<file path="config.mk">
export PLATFORM = sky130hd
export DESIGN_NAME = data_path_unit
export DESIGN_NICKNAME = d
export VERILOG_FILES = /design/src/rtl/data_path_unit.sv
export SDC_FILE = /design/constraint.sdc
export NUM_CORES = 2
export LEC_CHECK = 0
export CAP_MARGIN = 30
export CORE_MARGIN = 2
export CORE_UTILIZATION = 60
export CTS_CLUSTER_SIZE = 24
export DETAILED_ROUTE_END_ITERATION = 8
export HOLD_SLACK_MARGIN = 0.03
export PLACE_DENSITY = 0.74
export REMOVE_ABC_BUFFERS = 1
export SYNTH_ARGS = -nofsm -noshare
export SYNTH_HDL_FRONTEND = slang
export SYNTH_SLANG_ARGS = --single-unit
export TNS_END_PERCENT = 100
</file>
<file path="constraint.sdc">
create_clock -name clk -period 10.46 [get_ports clk]
set_input_delay 3.138 -clock clk [delete_from_list [all_inputs] [get_ports clk]]
set_output_delay 3.138 -clock clk [all_outputs]
set_load 0.02 [all_outputs]
</file>
<file path="src/rtl/data_path_unit.sv">
// Single-issue datapath: register file, ALU and an IDLE/WB/MUL sequencer with operand forwarding.
// Define DATA_PATH_MUL_EN to build the shift-add multiplier and MUL state; otherwise MUL decodes as illegal.
module data_path_unit #(
  parameter  int XLEN = 32,
  parameter  int NREG = 32,
  localparam int AW   = $clog2(NREG)
) (
  input  logic            clk,
  input  logic            rst,
  input  logic            in_valid,
  input  logic [AW-1:0]   rs1,
  input  logic [AW-1:0]   rs2,
  input  logic [AW-1:0]   rd,
  input  logic            reg_write,
  input  logic [XLEN-1:0] imm_op,
  input  logic            alu_src,
  input  logic [3:0]      alu_ctrl,
  output logic            in_ready,
  output logic            busy,
  output logic            done,
  output logic [XLEN-1:0] result,
  output logic            eq_out,
  output logic            illegal,
  output logic [XLEN-1:0] a0
);

  localparam int SHW = $clog2(XLEN);
  localparam logic [AW-1:0] A0_IDX = AW'(10);

  typedef enum logic [3:0] {
    ALU_ADD  = 4'd0,
    ALU_SUB  = 4'd1,
    ALU_AND  = 4'd2,
    ALU_OR   = 4'd3,
    ALU_XOR  = 4'd4,
    ALU_SLL  = 4'd5,
    ALU_SRL  = 4'd6,
    ALU_SRA  = 4'd7,
    ALU_SLT  = 4'd8,
    ALU_SLTU = 4'd9,
    ALU_MUL  = 4'd10
  } alu_op_e;

  typedef enum logic [1:0] {
    S_IDLE = 2'd0,
    S_WB   = 2'd1
`ifdef DATA_PATH_MUL_EN
    , S_MUL = 2'd2
`endif
  } state_e;

  state_e          r_state;
  logic [XLEN-1:0] r_regs [NREG];
  logic [XLEN-1:0] r_result;
  logic            r_eq;
  logic            r_illegal;
  logic            r_done;
  logic            r_in_ready;
  logic [AW-1:0]   r_rd;
  logic            r_we;

  logic            w_issue;
  logic            w_wb_commit;
  logic            w_fwd1;
  logic            w_fwd2;
  logic [XLEN-1:0] w_op1;
  logic [XLEN-1:0] w_rs2_val;
  logic [XLEN-1:0] w_op2;
  logic            w_eq;
  logic [SHW-1:0]  w_shamt;
  logic [XLEN-1:0] w_alu_res;
  logic            w_alu_illegal;

  assign w_issue     = in_valid && r_in_ready;
  assign w_wb_commit = (r_state == S_WB) && r_we && !r_illegal && (r_rd != '0);

  // The retiring value is written on the same edge a WB-cycle issue samples its operands.
  assign w_fwd1 = w_wb_commit && (r_rd == rs1);
  assign w_fwd2 = w_wb_commit && (r_rd == rs2);

  assign w_op1     = (rs1 == '0) ? '0 : (w_fwd1 ? r_result : r_regs[rs1]);
  assign w_rs2_val = (rs2 == '0) ? '0 : (w_fwd2 ? r_result : r_regs[rs2]);
  assign w_op2     = alu_src ? imm_op : w_rs2_val;
  assign w_eq      = (w_op1 == w_op2);
  assign w_shamt   = w_op2[SHW-1:0];

  // NOTE: every output of this block gets a default first, so no path leaves a latch behind.
  always_comb begin
    w_alu_res     = '0;
    w_alu_illegal = 1'b0;
    case (alu_ctrl)
      ALU_ADD:  w_alu_res = w_op1 + w_op2;
      ALU_SUB:  w_alu_res = w_op1 - w_op2;
      ALU_AND:  w_alu_res = w_op1 & w_op2;
      ALU_OR:   w_alu_res = w_op1 | w_op2;
      ALU_XOR:  w_alu_res = w_op1 ^ w_op2;
      ALU_SLL:  w_alu_res = w_op1 << w_shamt;
      ALU_SRL:  w_alu_res = w_op1 >> w_shamt;
      ALU_SRA:  w_alu_res = $unsigned($signed(w_op1) >>> w_shamt);
      ALU_SLT:  w_alu_res = XLEN'($signed(w_op1) < $signed(w_op2));
      ALU_SLTU: w_alu_res = XLEN'(w_op1 < w_op2);
`ifdef DATA_PATH_MUL_EN
      ALU_MUL:  w_alu_res = '0;
`endif
      default:  w_alu_illegal = 1'b1;
    endcase
  end

`ifdef DATA_PATH_MUL_EN
  localparam int CW = $clog2(XLEN + 1);

  logic [XLEN-1:0] r_mcand;
  logic [XLEN-1:0] r_mplier;
  logic [XLEN-1:0] r_acc;
  logic [CW-1:0]   r_cnt;
  logic            r_mul_eq;
  logic            r_busy;
  logic            w_is_mul;
  logic [XLEN-1:0] w_acc_next;

  assign w_is_mul   = (alu_ctrl == ALU_MUL);
  assign w_acc_next = r_acc + (r_mplier[0] ? r_mcand : '0);
  assign busy       = r_busy;
`else
  assign busy       = 1'b0;
`endif

  // NOTE: all state here uses <=, so the WB write-back and a same-edge issue both see pre-edge values.
  always_ff @(posedge clk) begin
    if (rst) begin
      r_state    <= S_IDLE;
      r_result   <= '0;
      r_eq       <= 1'b0;
      r_illegal  <= 1'b0;
      r_done     <= 1'b0;
      r_in_ready <= 1'b1;
      r_rd       <= '0;
      r_we       <= 1'b0;
      // NOTE: the register file is cleared entry by entry on reset, so it must stay in flops, not a RAM.
      for (int i = 0; i < NREG; i++) r_regs[i] <= '0;
`ifdef DATA_PATH_MUL_EN
      r_mcand    <= '0;
      r_mplier   <= '0;
      r_acc      <= '0;
      r_cnt      <= '0;
      r_mul_eq   <= 1'b0;
      r_busy     <= 1'b0;
`endif
    end else begin
      r_done <= 1'b0;
      if (w_wb_commit) r_regs[r_rd] <= r_result;

      case (r_state)
        S_IDLE, S_WB: begin
          if (w_issue) begin
            r_rd <= rd;
            r_we <= reg_write;
`ifdef DATA_PATH_MUL_EN
            if (w_is_mul) begin
              r_mcand    <= w_op1;
              r_mplier   <= w_op2;
              r_acc      <= '0;
              r_cnt      <= '0;
              r_mul_eq   <= w_eq;
              r_busy     <= 1'b1;
              r_in_ready <= 1'b0;
              r_state    <= S_MUL;
            end else
`endif
            begin
              r_result  <= w_alu_res;
              r_eq      <= w_eq;
              r_illegal <= w_alu_illegal;
              r_done    <= 1'b1;
              r_state   <= S_WB;
            end
          end else begin
            r_state <= S_IDLE;
          end
        end

`ifdef DATA_PATH_MUL_EN
        S_MUL: begin
          r_acc    <= w_acc_next;
          r_mcand  <= r_mcand << 1;
          r_mplier <= r_mplier >> 1;
          r_cnt    <= r_cnt + 1'b1;
          if (r_cnt == CW'(XLEN - 1)) begin
            r_result   <= w_acc_next;
            r_eq       <= r_mul_eq;
            r_illegal  <= 1'b0;
            r_done     <= 1'b1;
            r_busy     <= 1'b0;
            r_in_ready <= 1'b1;
            r_state    <= S_WB;
          end
        end
`endif

        default: r_state <= S_IDLE;
      endcase
    end
  end

  assign in_ready = r_in_ready;
  assign done     = r_done;
  assign result   = r_result;
  assign eq_out   = r_eq;
  assign illegal  = r_illegal;

  generate
    if (NREG > 10) begin : g_a0
      assign a0 = r_regs[A0_IDX];
    end else begin : g_no_a0
      assign a0 = '0;
    end
  endgenerate

endmodule

</file>
**Word-level counts from Yosys, hierarchy flattened**

Memory sizes are Yosys's and may differ from the RTL's.
Index checks and enable logic that the tools add are counted.

- Bitwise gates (word level): 4
- $mul: 0
- Div/mod/pow operators: 0
- Shift-type cells: 3
- Multiplexer cells: 17
- Eq/ne operators: 13
- Reductions and logical operators: 16
- Magnitude comparators: 2
- Add/sub/neg operators: 2

Operators with widths:

| operator | count |
|---|---|
| $pmux 32 s10 | 1 |
| $mux 32 | 6 |
| $lt 32x32->1 | 2 |
| $add 32x32->32 | 1 |
| $and 32x32->32 | 1 |
| $eq 32x32->1 | 1 |
| $or 32x32->32 | 1 |
| $reduce_or 32->1 | 1 |
| $shl 32x5->32 | 1 |
| $shr 32x5->32 | 1 |
| $sshr 32x5->32 | 1 |
| $sub 32x32->32 | 1 |
| $xor 32x32->32 | 1 |
| $eq 4x3->1 const B | 4 |
| $eq 5x5->1 | 2 |
| $logic_not 5->1 | 2 |
| $reduce_or 10->1 | 1 |
| $mux 1 | 9 |
| $eq 4x2->1 const B | 2 |
| $eq 4x4->1 const B | 2 |
| $logic_and 1x1->1 | 5 |
| $mux 5 | 1 |
| $reduce_bool 5->1 | 1 |
| $eq 4x1->1 const B | 1 |
| other kinds (7) | 8 |

- Bits in latches: 0
- Register bits: 43
- ROM bits: 0
- Bits in writable memories: 1,024
- Output and inout bits: 69
- Memories: 1
- Bits of input ports: 56

Memories:

| memory | words | width | read ports | clocked after memory_dff | wr ports | RTL line | text |
|---|---|---|---|---|---|---|---|
| r_regs | 32 | 32 | 3 | 0 | 32 | 53 | `logic [XLEN-1:0] r_regs [NREG];` |

**Logic depth before layout (Yosys ltp)**

- Word-level depth: 10
- Gate-level depth with buffers: 28
- Depth with buffers taken out: 22

**Worst setup path after synthesis**

No wires, ideal clock.

- Path type: input -> register
- Start: input rs2[0]
- End: register r_result[30] (netlist: result[30])
- Cell stages on the path: 23
- Path buffers: 7
- Arrival: 8.627 ns
- Path slack: 1.699 ns
- Required time: 10.326 ns
- Cell sequence: buf_6 buf_6 buf_6 buf_2 buf_2 buf_2 mux4_2 mux4_2 nand2_1 o211ai_1 o21ai_0 o21ai_0 ha_1 clkbuf_1 or3_1 or4_1 o211a_1 o31ai_1 nand3_1 a21oi_1 mux2i_1 o2111a_1 a221oi_2

- Word-level cells in the longest chain between the ends: 7
- Elaborated cells between the ends (all ways): 16

RTL lines:

| what | RTL line | text |
|---|---|---|
| from (decl) | 12 | `input logic [AW-1:0] rs2,` |
| branches (longest 3 deep; another with $mem_v2 32x32) | - |  |
| $mux 32 (*) | 82 | `assign w_rs2_val = (rs2 == '0) ? '0 : (w_fwd2 ? r_result : r_regs[rs2]);` |
| $mux 32 (*) | 83 | `assign w_op2 = alu_src ? imm_op : w_rs2_val;` |
| $sub 32x32->32 (tied with other cells) | 93 | `ALU_SUB: w_alu_res = w_op1 - w_op2;` |
| $pmux 32 s10 (*) | 91 | `case (alu_ctrl)` |
| to (signal assigned) | 171 | `r_result <= w_alu_res;` |
| to (decl) | 54 | `logic [XLEN-1:0] r_result;` |

Mark *: on every way between the ends.
A chain may end at the register's enable or synchronous reset.

**Final worst setup path**

- Start: input rs2[2]
- End: register r_result[31] (netlist: result[31])

The elaborated chain is that of the path after synthesis.

==> flow_summary.yaml <==
setup_path:
  critPathRequiredTime_ns: 11.10
  crit_fanout: 26
  crit_type: "input pin to register"
  cp_data_arrival_time_ns: 9.66
  startpoint_type: "input pin"
  crit_path_end_kind: "register"
sta:
  rsz0062_at_grt: "false"
  finClkSkew_ns: 0.0572
  worst-slew-pin-transition_ns: 1.11
  period_share: 0.862
  max_slew_margin: 0.236
  hold-worst-slack_ns: 0.483
  fmaxAchievable_ghz: 0.111
  slew_viol_final: 0
  final-setup-viol-count: 0
  final_hold_viol_count: 0
  min_period_ns: 9.02
  setup_tns_ns: 0
  finalWorstSetupSlack_ns: 1.44
power:
  powerDensity_nw_per_um2: 155
  fin_total_pwr_mw: 11.3
  ir_drop_uv: 215
  p_leak_nw: 26.4
cts:
  cts_resized: 0
  cts_tree: "built"
  insertion_delay_ns: 0.76
  cts.clk_slew.worst_paths_ns: 0.07
  cts_buffers: 113
  cts_root_buf: "clkbuf_16"
  cts_max_level: 3
  clock-sinks: 1065
  holdBufCountCts: 0
  clock_path_buffers: 3
  cts_setup_buffers: 0
placed_design:
  dpl_worst_slack_ns: 1.03
  place_hpwl_um: 168000
  numPlacedInstances: 6652
  io_buffers: 122
  dpl_cell_area_um2: 69100
  place.gp.congestion: 1.08
die:
  ioPinCount: 125
  core_region_area_um2: 109000
  dieArea_um2: 113000
  die_w_um: 336
  rows: 121
  initial_core_util: 0.607
  die_y_um: 336
logic_synthesis:
  async_reset_ff_frac: 0
  yosys.area.top_type_share: 0.464
  ys_ff_latch: 1065
  synth_edf_count: 1024
  synth_ff_type: "edfxtp_1"
  yosysTopAreaCell: "edfxtp_1"
  yosys_warnings: 0
  netlist_area_um2: 66200
  synthCells: 5343
  yosysSeqAreaShare: 0.477
  synthTopCellsByArea: "edfxtp_1, mux4_2, and2_1"
  avgSynthCellArea_um2: 12.4
  synthDistinctLibCells: 116
status:
  run_status: "complete, but fails checks"
  violations: "design-rule violations"
layout:
  layout-drive-gt1-share: 0.187
  layoutNonFillerInstCount: 6867
  area_growth_pct: 9.71
  postLayoutCellArea_um2: 72700
  num-nets-final: 5448
  utilization: 0.666
route:
  vias_per_cell: 7.43
  via_count: 51000
  firstDrtPassIters: 9
  wl_per_cell_um: 37.0
  drc: 13
  drt-total-wl_um: 254000
  first_iter_violations: 9712
  antenna_left: 0
grt:
  grt_max_degree: 88
  grt_use_total: 0.449
  grt_pass1_wl_um: 360000
  grt_pass1_vias: 48800
  antenna_found_initial: 20
  grt_remaining_overflow: 0
flow_run:
  drv_cap: 0
min_path:
  min_path_type: "register to register"
Yosys cell counts (all sizes together), types with 28 or more instances:
library cell	instances
a21o	28
clkbuf	346
buf	194
o22a	31
o211ai	52
nor2	228
inv	110
a22oi	71
nand2	249
mux2i	314
mux2	39
dfxtp	41
a211oi	37
nor3	88
nand4	40
ha	97
and2	970
edfxtp	1024
o21ai	176
nand3	39
o22ai	42
nor2b	29
a21oi	173
mux4	434
a221oi	106
where the power goes:
| part | switching, mW | internal (mW) | total (mW) | leakage [nW] |
|---|---|---|---|---|
| registers | 0.0946 | 4.82 | 4.91 | 10.9 |
| logic | 1.58 | 0.804 | 2.39 | 13.7 |
| clock network | 1.75 | 2.23 | 3.99 | 1.75 |
| total | 3.43 | 7.85 | 11.3 | 26.4 |
layout make-up:
class | instances | area, um2
Multi-Input combinational cell | 3657 | 32200
Fill cell | 7970 | 36500
Timing Repair Buffer | 343 | 3020
Clock inverter | 61 | 524
Tap cell | 1476 | 1850
Clock buffer | 147 | 3070
Sequential cell | 1065 | 31600
Inverter | 113 | 432
Antenna cell | 5 | 12.5
state kept, by name, summed over array words and instances, names as in the netlist:
register  flops
eq_out        1
result       32
r_rd          5
r_regs     1024
r_we          1
illegal       1
done          1
per-layer routing:
metal | wire (um) | vias up | global-route usage
met4 | 16400 | 18 | 0.231
met1 | 86400 | 24900 | 0.593
met3 | 39800 | 988 | 0.149
li1 | - | 20300 | -
met2 | 111000 | 4717 | 0.665
met5 | 109 | - | 0
cells by family after synthesis:
group | count (synthesis) | synth area share
xor gates and xnor gates | 30 | 0.00397
muxes | 787 | 0.202
buffers and inverters | 653 | 0.0469
DFF | 1065 | 0.477
and+or+nand+nor | 1733 | 0.145
adders and majority gates | 99 | 0.0189
other | 2 | 0.000113
AOI/OAI and AO/OA | 974 | 0.106
critical path, stage by stage:
cell       delay, ns
buf_4           0.39
buf_4           0.51
nor2_4          0.17
buf_4           0.27
a221oi_1        0.54
nor2_1          0.10
nor2_1          0.12
a221oi_1        0.07
o211ai_1        0.19
o21ai_0         0.10
o21ai_0         0.43
inv_1           0.14
ha_1            0.28
or3_1           0.36
a221oi_1        0.47
nand4bb_1       0.24
nand4_1         0.20
a311oi_1        0.67
nor3_1          0.19
a41oi_1         0.37
o31ai_1         0.12
xnor2_1         0.15
a22oi_1         0.11
a311oi_1        0.28
placed cells by master, fill, tap and decap left out, drive strengths merged, types with 18 or more instances in the layout:
cell type      count
mux4             434
o22ai             42
dfxtp             41
o21ai            176
o221ai            26
a21oi            173
mux2              39
and2             970
clkinv            50
a221oi           106
o211ai            52
a211oi            37
o21bai            18
a31oi             26
buf              232
inv              113
conb              34
a22oi             71
clkdlybuf4s50    111
clkbuf           147
o22a              31
nor2b             29
a21o              28
ha                97
nand4             40
xnor2             20
mux2i            314
edfxtp          1024
nand3             39
nand2            249
nor2             228
nor3              88
a2111oi           20
path summary, 6_finish.rpt:
kind,endpoint,slack [ns],cells after the start,from
worst min-delay path,eq_out,0.48,2,eq_out
worst max register to register,result[31],3.66,19,r_rd[2]
worst min register to register,eq_out,0.48,2,eq_out
worst max-delay path,result[31],1.44,24,rs2[2]
No activity file was read; power rests on OpenSTA's default activity.
